[config.mk]
export PLATFORM = sky130hd
export DESIGN_NAME = mem_req_port
export DESIGN_NICKNAME = d
export VERILOG_FILES = /design/src/rtl/mem_req_pkg.sv /design/src/rtl/mem_resp_fifo.sv /design/src/rtl/mem_req_port.sv
export SDC_FILE = /design/constraint.sdc
export NUM_CORES = 1
export LEC_CHECK = 0
export ABC_AREA = 1
export BUFFER_PORTS_ARGS = -buffer_cell sky130_fd_sc_hd__buf_2
export CAP_MARGIN = 20
export CORE_MARGIN = 2
export CORE_UTILIZATION = 48
export DETAILED_ROUTE_END_ITERATION = 16
export PLACE_DENSITY = 0.75
export SYNTH_ARGS = -nofsm -noshare
export SYNTH_HDL_FRONTEND = slang
export SYNTH_SLANG_ARGS = --single-unit
[constraint.sdc]
create_clock -name clk_i -period 1.9 [get_ports clk_i]
set_clock_uncertainty 0.05 [all_clocks]
set_input_delay 0.095 -clock clk_i [delete_from_list [all_inputs] [get_ports clk_i]]
set_output_delay 0.095 -clock clk_i [all_outputs]
set_load 0.03 [all_outputs]
[src/rtl/mem_req_pkg.sv]
// mem_req_pkg: shared types and helpers for the memory request port.
package mem_req_pkg;

    typedef enum logic {
        OP_READ  = 1'b0,
        OP_WRITE = 1'b1
    } op_e;

    function automatic int maskWidth(input int width);
        return (width + 7) / 8;
    endfunction

endpackage

[src/rtl/mem_resp_fifo.sv]
// mem_resp_fifo: synchronous FIFO holding captured read data until the consumer takes it.
// Output is read straight from storage (no bypass); it reads as zero while empty.
module mem_resp_fifo #(
    parameter int WIDTH = 16,
    parameter int DEPTH = 4,
    localparam int PW = (DEPTH > 1) ? $clog2(DEPTH) : 1,
    localparam int CW = $clog2(DEPTH + 1)
) (
    input  logic             clk_i,
    input  logic             rst_i,
    input  logic             push_i,
    input  logic [WIDTH-1:0] data_i,
    input  logic             pop_i,
    output logic [WIDTH-1:0] data_o,
    output logic [CW-1:0]    count_o,
    output logic             full_o,
    output logic             empty_o
);

    logic [WIDTH-1:0] mem_q [DEPTH];
    logic [PW-1:0]    rd_q, rd_d, wr_q, wr_d;
    logic [CW-1:0]    cnt_q, cnt_d;
    logic             do_push, do_pop;

    assign full_o  = cnt_q == CW'(DEPTH);
    assign empty_o = cnt_q == '0;
    assign count_o = cnt_q;
    assign data_o  = empty_o ? '0 : mem_q[rd_q];
    assign do_push = push_i && !full_o;
    assign do_pop  = pop_i && !empty_o;

    // Pointers wrap explicitly so DEPTH need not be a power of two.
    always_comb begin
        rd_d  = !do_pop ? rd_q : (rd_q == PW'(DEPTH - 1)) ? '0 : rd_q + PW'(1);
        wr_d  = !do_push ? wr_q : (wr_q == PW'(DEPTH - 1)) ? '0 : wr_q + PW'(1);
        cnt_d = cnt_q + CW'(do_push) - CW'(do_pop);
    end

    always_ff @(posedge clk_i) begin
        if (rst_i) begin
            rd_q  <= '0;
            wr_q  <= '0;
            cnt_q <= '0;
        end else begin
            rd_q  <= rd_d;
            wr_q  <= wr_d;
            cnt_q <= cnt_d;
        end
    end

    always_ff @(posedge clk_i) begin
        if (do_push) mem_q[wr_q] <= data_i;
    end

endmodule

[src/rtl/mem_req_port.sv]
// mem_req_port: request front end for one memory port; issues reads/masked writes and
// returns read data in order, with credit-based flow control so no read data is dropped.
module mem_req_port
    import mem_req_pkg::*;
#(
    parameter int WIDTH      = 16,
    parameter int LENGTH     = 32,
    parameter int DELAY      = 1,
    parameter int RESP_DEPTH = 4,
    localparam int MASK = maskWidth(WIDTH),
    localparam int AW   = $clog2(LENGTH)
) (
    input  logic             clk_i,
    input  logic             rst_i,
    input  logic             reqValid_i,
    output logic             reqReady_o,
    input  logic             reqWrite_i,
    input  logic [AW-1:0]    reqAddr_i,
    input  logic [WIDTH-1:0] reqData_i,
    input  logic [MASK-1:0]  reqStrb_i,
    output logic             respValid_o,
    input  logic             respReady_i,
    output logic [WIDTH-1:0] respData_o,
    output logic [AW-1:0]    memAddr_o,
    output logic [WIDTH-1:0] memData_o,
    output logic             memEn_o,
    output logic [MASK-1:0]  memWr_o,
    input  logic [WIDTH-1:0] memData_i
);

    localparam int CW = $clog2(RESP_DEPTH + 1);
    localparam int SW = $clog2(DELAY + RESP_DEPTH + 1);

    typedef struct packed {
        op_e              op;
        logic [AW-1:0]    addr;
        logic [WIDTH-1:0] data;
        logic [MASK-1:0]  strb;
    } req_t;

    req_t             req;
    logic [DELAY-1:0] vld_q, vld_d;
    logic [SW-1:0]    inflight;
    logic [CW-1:0]    count;
    logic [WIDTH-1:0] fifo_data;
    logic             acc, rd, full, empty;

    assign req = '{op: op_e'(reqWrite_i), addr: reqAddr_i, data: reqData_i, strb: reqStrb_i};

    always_comb begin
        inflight = '0;
        for (int i = 0; i < DELAY; i++) inflight += SW'(vld_q[i]);
    end

    // Credit uses registered state only; full is implied by the sum but keeps the FIFO safe.
    assign reqReady_o = !rst_i && !full && (inflight + SW'(count) < SW'(RESP_DEPTH));
    assign acc        = reqValid_i && reqReady_o;
    assign rd         = acc && req.op == OP_READ;
    assign memEn_o    = rd || (acc && |req.strb);
    assign memWr_o    = (acc && req.op == OP_WRITE) ? req.strb : '0;
    assign memAddr_o  = acc ? req.addr : '0;
    assign memData_o  = acc ? req.data : '0;

    always_comb begin
        vld_d    = vld_q << 1;
        vld_d[0] = rd;
    end

    always_ff @(posedge clk_i) begin
        vld_q <= rst_i ? '0 : vld_d;
    end

    assign respValid_o = !rst_i && !empty;
    assign respData_o  = rst_i ? '0 : fifo_data;

    mem_resp_fifo #(
        .WIDTH(WIDTH),
        .DEPTH(RESP_DEPTH)
    ) u_fifo (
        .clk_i  (clk_i),
        .rst_i  (rst_i),
        .push_i (vld_q[DELAY-1]),
        .data_i (memData_i),
        .pop_i  (respValid_o && respReady_i),
        .data_o (fifo_data),
        .count_o(count),
        .full_o (full),
        .empty_o(empty)
    );

endmodule

Word-level counts from Yosys, hierarchy flattened
Memory sizes are Yosys's and may differ from the RTL's. A register that Yosys moved wholly into a read port is not among the register bits.
Index checks and enable logic that the tools add are counted.
Word-level totals
  flip-flop bits (word level): 8
  latch bits: 0
  memory bits (writable): 64
  ROM bits: 0
  input bits: 44
  output and inout bits: 42
  memories: 1
Memories
  u_fifo.mem_q: words 4, bits a word 16, rd ports 1, clocked after memory_dff 1, wr ports 1, line mem_resp_fifo.sv:20  | logic [WIDTH-1:0] mem_q [DEPTH];
Operators by class
  $add $sub $neg: 5
  multipliers: 0
  divide/modulo/power cells: 0
  magnitude comparators: 1
  equality and inequality tests: 3
  shift-type cells: 0
  mux-type cells: 11
  bitwise logic cells: 1
  reductions and logical operators: 16
Operators by type and width (count)
  2-to-1 mux 16 bit: 3
  logical AND 1 bit: 10
  2-to-1 mux 2 bit: 5
  2-to-1 mux 5 bit: 1
  adder 2 x 1 -> 2 bit (second input constant): 2
  == test 2 bit (second input constant): 2
  adder 1 x 3 -> 3 bit: 1
  adder 3 x 1 -> 3 bit: 1
  == test 3 bit (second input constant): 1
  logical NOT 1 bit: 3
  logical NOT 3 bit: 1
  less-than comparator 3 bit (second input constant): 1
  subtractor 3 x 1 -> 3 bit: 1
  2-to-1 mux 1 bit: 2
  OR reduction 2 bit: 1
  logical OR 1 bit: 1
  inverter 1 bit: 1

Depth between registers and ports, before layout
Gate-level depths: netlist of run 1.
  word-level depth: 7
  gate-level depth with buffers: 11
  mapped depth without buffers: 11

By module
Synthesis of run 1 repeated with hierarchy kept, for this count alone.
Second synthesis, totals
  cell total of the unflattened synthesis: 419
  area total of the unflattened synthesis: 3712.3 um^2
By module, submodules not included
  mem_resp_fifo: times used 1, cells each 319, area an instance 3201.8 um^2
  mem_req_port: times used 1, cells each 100, area an instance 510.5 um^2

Worst setup path before layout of run 1
OpenSTA, ideal clock, no wires.
  path kind: register to register
  start: reg u_fifo.cnt_q[1], in the netlist u_fifo.count_o[1]
  end: reg u_fifo.cnt_q[2], in the netlist u_fifo.count_o[2]
  library setup time: 119 ps
  arrival: 1737 ps
  data required time: 1731 ps
  setup slack: -6 ps
  cell stages (with the launch flop): 12
  period minus slack after synthesis: 1906 ps
  cells stage by stage: dfxtp_1 inv_2 nand3_1 nand3_1 inv_1 ha_1 inv_1 ha_1 inv_1 fa_1 o21ai_0 a21oi_1
Between the ends
  cells in the longest elaborated chain, start to end: 6
  elaborated cells on any way between the ends: 10
  classes of those cells: add/sub: 2; eq/ne: 1; reduce/logical: 7
RTL lines
  from (decl): line mem_resp_fifo.sv:22  | logic [CW-1:0] cnt_q, cnt_d;
  from (signal assigned): line mem_resp_fifo.sv:47  | cnt_q <= cnt_d;
  logical NOT 3 bit (*): line mem_resp_fifo.sv:26  | assign empty_o = cnt_q == '0;
  logical NOT 1 bit (*): line mem_resp_fifo.sv:30, mem_req_port.sv:73
  logical AND 1 bit: line mem_req_port.sv:73  | assign respValid_o = !rst_i && !empty;
  logical AND 1 bit: line mem_req_port.sv:84  | .pop_i (respValid_o && respReady_i),
  logical AND 1 bit (*): line mem_resp_fifo.sv:30  | assign do_pop = pop_i && !empty_o;
  named net u_fifo.do_pop: line mem_resp_fifo.sv:23  | logic do_push, do_pop;
  subtractor 3 x 1 -> 3 bit (*): line mem_resp_fifo.sv:36  | cnt_d = cnt_q + CW'(do_push) - CW'(do_pop);
Mark *: on every way through the listed nets, which the timed path passes. The rest lies on a longest branch.
A chain may end at the register's enable or synchronous reset.

Final worst setup path of run 1
  start: reg u_fifo.cnt_q[2], in the netlist u_fifo.count_o[2]
  end: reg u_fifo.cnt_q[1], in the netlist u_fifo.count_o[1]
The elaborated chain is that of the path after synthesis.

==> metrics.yaml, run 1 <==
status: "finished, final reports clean"
ys_seq_area_share_pct: 62.2
cts_root_buf: "clkbuf_8"
powerDensity_nw_per_um2: 1110
coreArea_um2: 6830
first_iter_violations: 174
maxCapViolCount: 0
layout.nets: 488
async_reset_ff_share_pct: 0
die_area_um2: 7800
grt_pass1_wl_mm: 11.0
cellLeakagePower_nw: 1.95
cp_max_fo: 2
finalSetupViolCount: 0
gr-usage-all-layers_pct: 18.7
fin_setup_tns_ns: 0
synth_ff_type: "edfxtp_1"
period_needed_ns: 1.80
clk_pin_slew_ns: 0.07
vdd.ir_drop.worst_uv: 373
htreeDepth: 3
hp-class: "in -> reg"
crit_family: "adder cells"
final_hold_viol_count: 0
synth.distinct_cells: 23
cp_common_cell: "inv_1"
finalWeightedCongestion: 0.797
cp-end-kind: "flop"
drt_wl_total_mm: 6.90
portBuffers: 85
yosys.area.top_type: "edfxtp_1"
diodes: 0
place_area_um2: 4030
final_common_cell: "buf_2"
viasPerCell: 4.74
drive_gt1_share_pct: 36.5
yosys-top-cells-area: "edfxtp_1 56%, nor2_1 8.8%, nor2_4 6.9%"
cp_num_buf_inv: 4
max_stage_delay_ns: 0.51
design_area_um2: 4460
synth_seq_cells: 74
synth_cells: 314
cts_tree: "built"
vias: 2544
floorplan.initialDensity_pct: 49.9
grt_max_degree: 24
ios: 86
worstPathArrival_ns: 2.00
synth_enable_flop_cells: 64
yosysWarningCount: 0
post-route-period-util_pct: 94.9
clock_latency_ns: 0.34
cts_inserted_buffers: 9
wl_per_cell_um: 12.9
cp.required_ns: 2.09
synth_area_per_cell_um2: 10.9
synth_area_um2: 3410
cts_buffer_depth: 2
power.total_mw: 4.96
fill_cells: 544
area_delta_synth_final_pct: 30.7
first_pass_iters: 4
relSlewSlack_pct: 72.8
synth_top_cell_area_share_pct: 56.3
synth_fp_nets: 366
crit_slowest_cell: "fa_2"
dp_hpwl_mm: 4.55
final_util_pct: 65.3
clkSinkCount: 74
start_kind: "flop"
grt.overflow.total: 0
rows: 30
drc: 0
antenna_found_initial: 0
worst_slew_pin_slew_ns: 0.407
post-cts-setup-buffers: 0
max_clock_freq_ghz: 0.554
ant_nets: 0
slew_violations: 0
path_cells: "inv_2, nand3_2, nand3_2, inv_1, ha_1, inv_1, ha_1, inv_1, fa_2, nor2_1"
grt_pass1_vias: 2471
layout_common_cells: "84 x buf_2, 80 x nor2_1, 64 x edfxtp_1, 36 x inv_1, 31 x o21ai_0"
dieWidth_um: 88.3
chipHeight_um: 88.3
crit_type: "reg -> reg"
[Yosys cell counts, types with 4 or more instances]
| cell | number |
|---|---|
| nor2_1 | 80 |
| nand2_1 | 12 |
| nand3_1 | 4 |
| ha_1 | 7 |
| edfxtp_1 | 64 |
| o21ai_0 | 32 |
| a21oi_1 | 18 |
| dfxtp_1 | 10 |
| inv_1 | 38 |
| nor2_4 | 21 |
| buf_2 | 7 |
[logic make-up (layout without fill, tap and decap cells)]
| family | after synthesis | after routing | share of synthesized area, % |
|---|---|---|---|
| flip-flops | 74 | 74 | 62.2 |
| adder cells (fa/ha/maj) | 8 | 8 | 3.15 |
| AND/OR/NAND/NOR | 124 | 124 | 19.3 |
| buffers and inverters | 54 | 181 | 7.30 |
| AO/OA/AOI/OAI | 54 | 54 | 8.03 |
[tightest hold or removal path: stages]
cell and delay (ns):
buf_2 0.10, nand3_2 0.07, buf_4 0.10, nand3_1 0.08, nand2_1 0.06
[sequential cells by signal, indices dropped and copies added (netlist names), named ones only]
| register | count |
|---|---|
| u_fifo.rd_q | 2 |
| u_fifo.wr_q | 2 |
| u_fifo.mem_q | 64 |
| u_fifo.count_o | 3 |
| vld_q | 1 |
[routing by layer]
layer | part of all wire, % | track usage, %
met1 | 40 | 22.6
met2 | 52 | 32.5
met3 | 5.9 | 4.38
met4 | 1.7 | 7.16
met5 | 0 | 0
[through the flow]
stage	setup WS (ns)	instances	hold WS (ns)
6_report	0.0960	537	0.142
5_1_grt	-0.0260	537	0.162
4_1_cts	0.00765	536	0.150
3_5_place_dp	0.0153	502	0.254
3_3_place_gp	0.0757	502	0.241
2_1_floorplan	0.00181	314	0.110
[final cells by class]
class	count	area (µm²)	area share, %
Inverter	41	155	3.48
Clock inverter	7	68.8	1.54
Multi-Input combinational cell	186	1060	23.8
Timing Repair Buffer	124	803	18.0
Sequential cell	74	2130	47.7
Clock buffer	9	124	2.78
Tap cell	96	120	2.69
[power by group]
group          switching [mW]  internal (mW)
combinational            1.17          0.625
clock                   0.579          0.603
sequential             0.0850           1.90
[path summary, 6_finish.rpt]
| path | from | to | slack (ns) | cells past startpoint |
|---|---|---|---|---|
| hold / removal | respReady_i | u_fifo.rd_q[0] | 0.14 | 5 |
| setup reg to reg | u_fifo.count_o[2] | u_fifo.count_o[1] | 0.1 | 10 |
| setup / recovery | u_fifo.count_o[2] | u_fifo.count_o[1] | 0.1 | 10 |
| hold reg to reg | u_fifo.rd_q[1] | u_fifo.rd_q[1] | 0.45 | 2 |
[timing repair]
item	in CTS	in global routing
endpoints found under the hold margin	67	0
setup endpoints to repair	7	22
gates resized for setup	1	13
hold buffers	18	0
gates cloned	0	1
pin swaps	0	1
No activity file was read; power rests on OpenSTA's default activity.
==> run 2: changes to the inputs <==
Settings changed: CORE_UTILIZATION 48 to 49, PLACE_DENSITY 0.75 to 0.76, SYNTH_HIERARCHICAL set to 1.
==> metrics.yaml, run 2 <==
fin_setup_tns_ns: -0.176
dieWidth_um: 91.0
die_area_um2: 8290
worst_slew_pin_slew_ns: 0.267
floorplan.initialDensity_pct: 50.9
rr_startpoint: "u_fifo/count_o[0]"
dp_hpwl_mm: 5.05
grt_pass1_wl_mm: 13.2
wl_per_cell_um: 13.7
cellLeakagePower_nw: 2.33
clk_pin_slew_ns: 0.07
hold_path_end: "u_fifo/count_o[0]"
htreeDepth: 3
ys_top_cells_by_count: "101 x nor2_1, 89 x inv_1, 77 x nand2_1"
synth_cells: 419
grt.overflow.total: 0
synth_area_per_cell_um2: 8.86
maxCapViolCount: 0
clkSinkCount: 74
drc: 0
status: "finished, violations left"
rr_worst_depth: 12
chipHeight_um: 91.0
relSlewSlack_pct: 82.2
gr-usage-all-layers_pct: 20.6
final_hold_viol_count: 0
final_common_cell: "nor2_1"
cp_common_cell: "inv_1"
crit_slowest_cell: "fa_2"
drt_wl_total_mm: 8.95
path_cells: "nor2_4, nand2_4, inv_4, nor3b_4, nand2_1, inv_1, ha_1, inv_1, ha_2, fa_2, inv_2, nor2_1"
cts_tree: "built"
synth_top_cell_area_share_pct: 51.8
vdd.ir_drop.worst_uv: 442
cp_max_fo: 3
r2r-end: "u_fifo/count_o[1]"
yosys-top-cells-area: "edfxtp_1 52%, nor2_1 10%, inv_1 9.0%"
cp.required_ns: 2.12
antenna_found_initial: 0
yosys.area.top_type: "edfxtp_1"
max_stage_delay_ns: 0.52
area_delta_synth_final_pct: 40.0
ant_nets: 0
hp-class: "in -> reg"
slew_violations: 0
post-route-period-util_pct: 105
crit_type: "reg -> reg"
whs_ns: 0.203
violations: "setup timing"
period_needed_ns: 1.99
synth_seq_cells: 74
viasPerCell: 4.66
cts_root_buf: "clkbuf_8"
clock_latency_ns: 0.34
diodes: 0
layout_common_cells: "100 x nor2_1, 86 x inv_1, 76 x nand2_1, 64 x edfxtp_1, 58 x buf_2"
grt_setup_unrepaired: "yes"
vias: 3049
largest_register_ffs: 64
place_area_um2: 4340
layout.nets: 602
cp-end-kind: "flop"
rows: 31
synth_ff_type: "edfxtp_1"
grt_max_degree: 65
cts_inserted_buffers: 9
synth_area_um2: 3710
ys_seq_area_share_pct: 57.2
worstHoldPathCells: 3
max_clock_freq_ghz: 0.502
start_kind: "flop"
powerDensity_nw_per_um2: 753
regMostFlops: "u_fifo/mem_q"
async_reset_ff_share_pct: 0
synth_most_common_cell: "nor2_1"
portBuffers: 85
worstPathArrival_ns: 2.21
yosysWarningCount: 6
finalWeightedCongestion: 0.746
cts_buffer_depth: 2
layout_setup_ws_ns: -0.0908
design_area_um2: 5200
first_pass_iters: 5
ios: 86
fill_cells: 544
synth_fp_nets: 471
first_iter_violations: 122
worstHoldStart: "rst_i"
rrSetupSlack_ns: -0.09
final_util_pct: 71.3
synth.distinct_cells: 24
grt_pass1_vias: 2966
synth_enable_flop_cells: 64
coreArea_um2: 7290
drive_gt1_share_pct: 31.4
finalSetupViolCount: 8
power.total_mw: 3.91
==> run 2: timing repair <==
item,CTS,global route
resized for setup,77,21
pin swaps,6,8
endpoints found under the setup margin,29,41
hold buffers,17,0
setup buffers,6,2
hold endpoints to repair,65,0
gates cloned,1,3
==> run 2: final cells by class <==
cell class | instances | area [µm²] | share of cell area, %
multi-input combinational | 239 | 1260 | 24.3
sequential | 74 | 2130 | 41.1
clock buffer | 9 | 124 | 2.38
inverter | 91 | 349 | 6.72
clock inverter | 7 | 92.6 | 1.78
timing repair buffer | 135 | 1110 | 21.4
tap | 99 | 124 | 2.38
==> run 2: where the power goes <==
part	switching [mW]	internal, mW	leakage [nW]	total (mW)
Clock	0.583	0.737	0.105	1.32
Combinational	0.456	0.316	1.57	0.772
Sequential	0.0201	1.80	0.662	1.82
Total	1.06	2.85	2.33	3.91
==> run 2: critical path, delay by kind of cell, from the launching register on <==
family	cells	cell delay (ns)
adders and majority gates	3	0.94
and+or+nand+nor	5	0.42
DFF	1	0.33
buffers and inverters	4	0.18
==> run 2: cell families after synthesis <==
group                    count (synthesis)  synth area share (%)
flip-flops                              74                  57.2
AO/OA/AOI/OAI                           21                  2.83
XOR/XNOR                                 1                 0.236
adder cells (fa/ha/maj)                  8                  2.90
buffers and inverters                  106                  12.8
AND/OR/NAND/NOR                        209                  24.1
==> run 2: how the worst max path moves through the flow <==
stage | endpoint | startpoint | depth (start not counted)
5_1_grt | u_fifo/count_o[1] | u_fifo/count_o[1] | 12
3_3_place_gp | u_fifo/count_o[2] | u_fifo/count_o[0] | 12
4_1_cts | u_fifo/count_o[1] | u_fifo/count_o[1] | 12
2_1_floorplan | u_fifo/count_o[2] | u_fifo/count_o[0] | 13
6_report | u_fifo/count_o[1] | u_fifo/count_o[0] | 12
3_5_place_dp | u_fifo/count_o[1] | u_fifo/count_o[0] | 12
==> run 2: layer usage <==
metal | vias to the layer above | global-route usage [%] | share of wire, %
met5 | - | 0 | 0
met4 | 0 | 7.70 | 1.9
met3 | 17 | 5.06 | 6.1
met2 | 122 | 39.5 | 54
met1 | 1387 | 21.3 | 38
li1 | 1523 | - | -
==> run 2: metrics by stage <==
stage / std cells / worst slack [ns]
3_5_place_dp: 610 / -0.0815
5_1_grt: 654 / -0.170
2_1_floorplan: 419 / -0.174
3_3_place_gp: 610 / -0.0185
4_1_cts: 650 / -0.0900
6_report: 654 / -0.0908
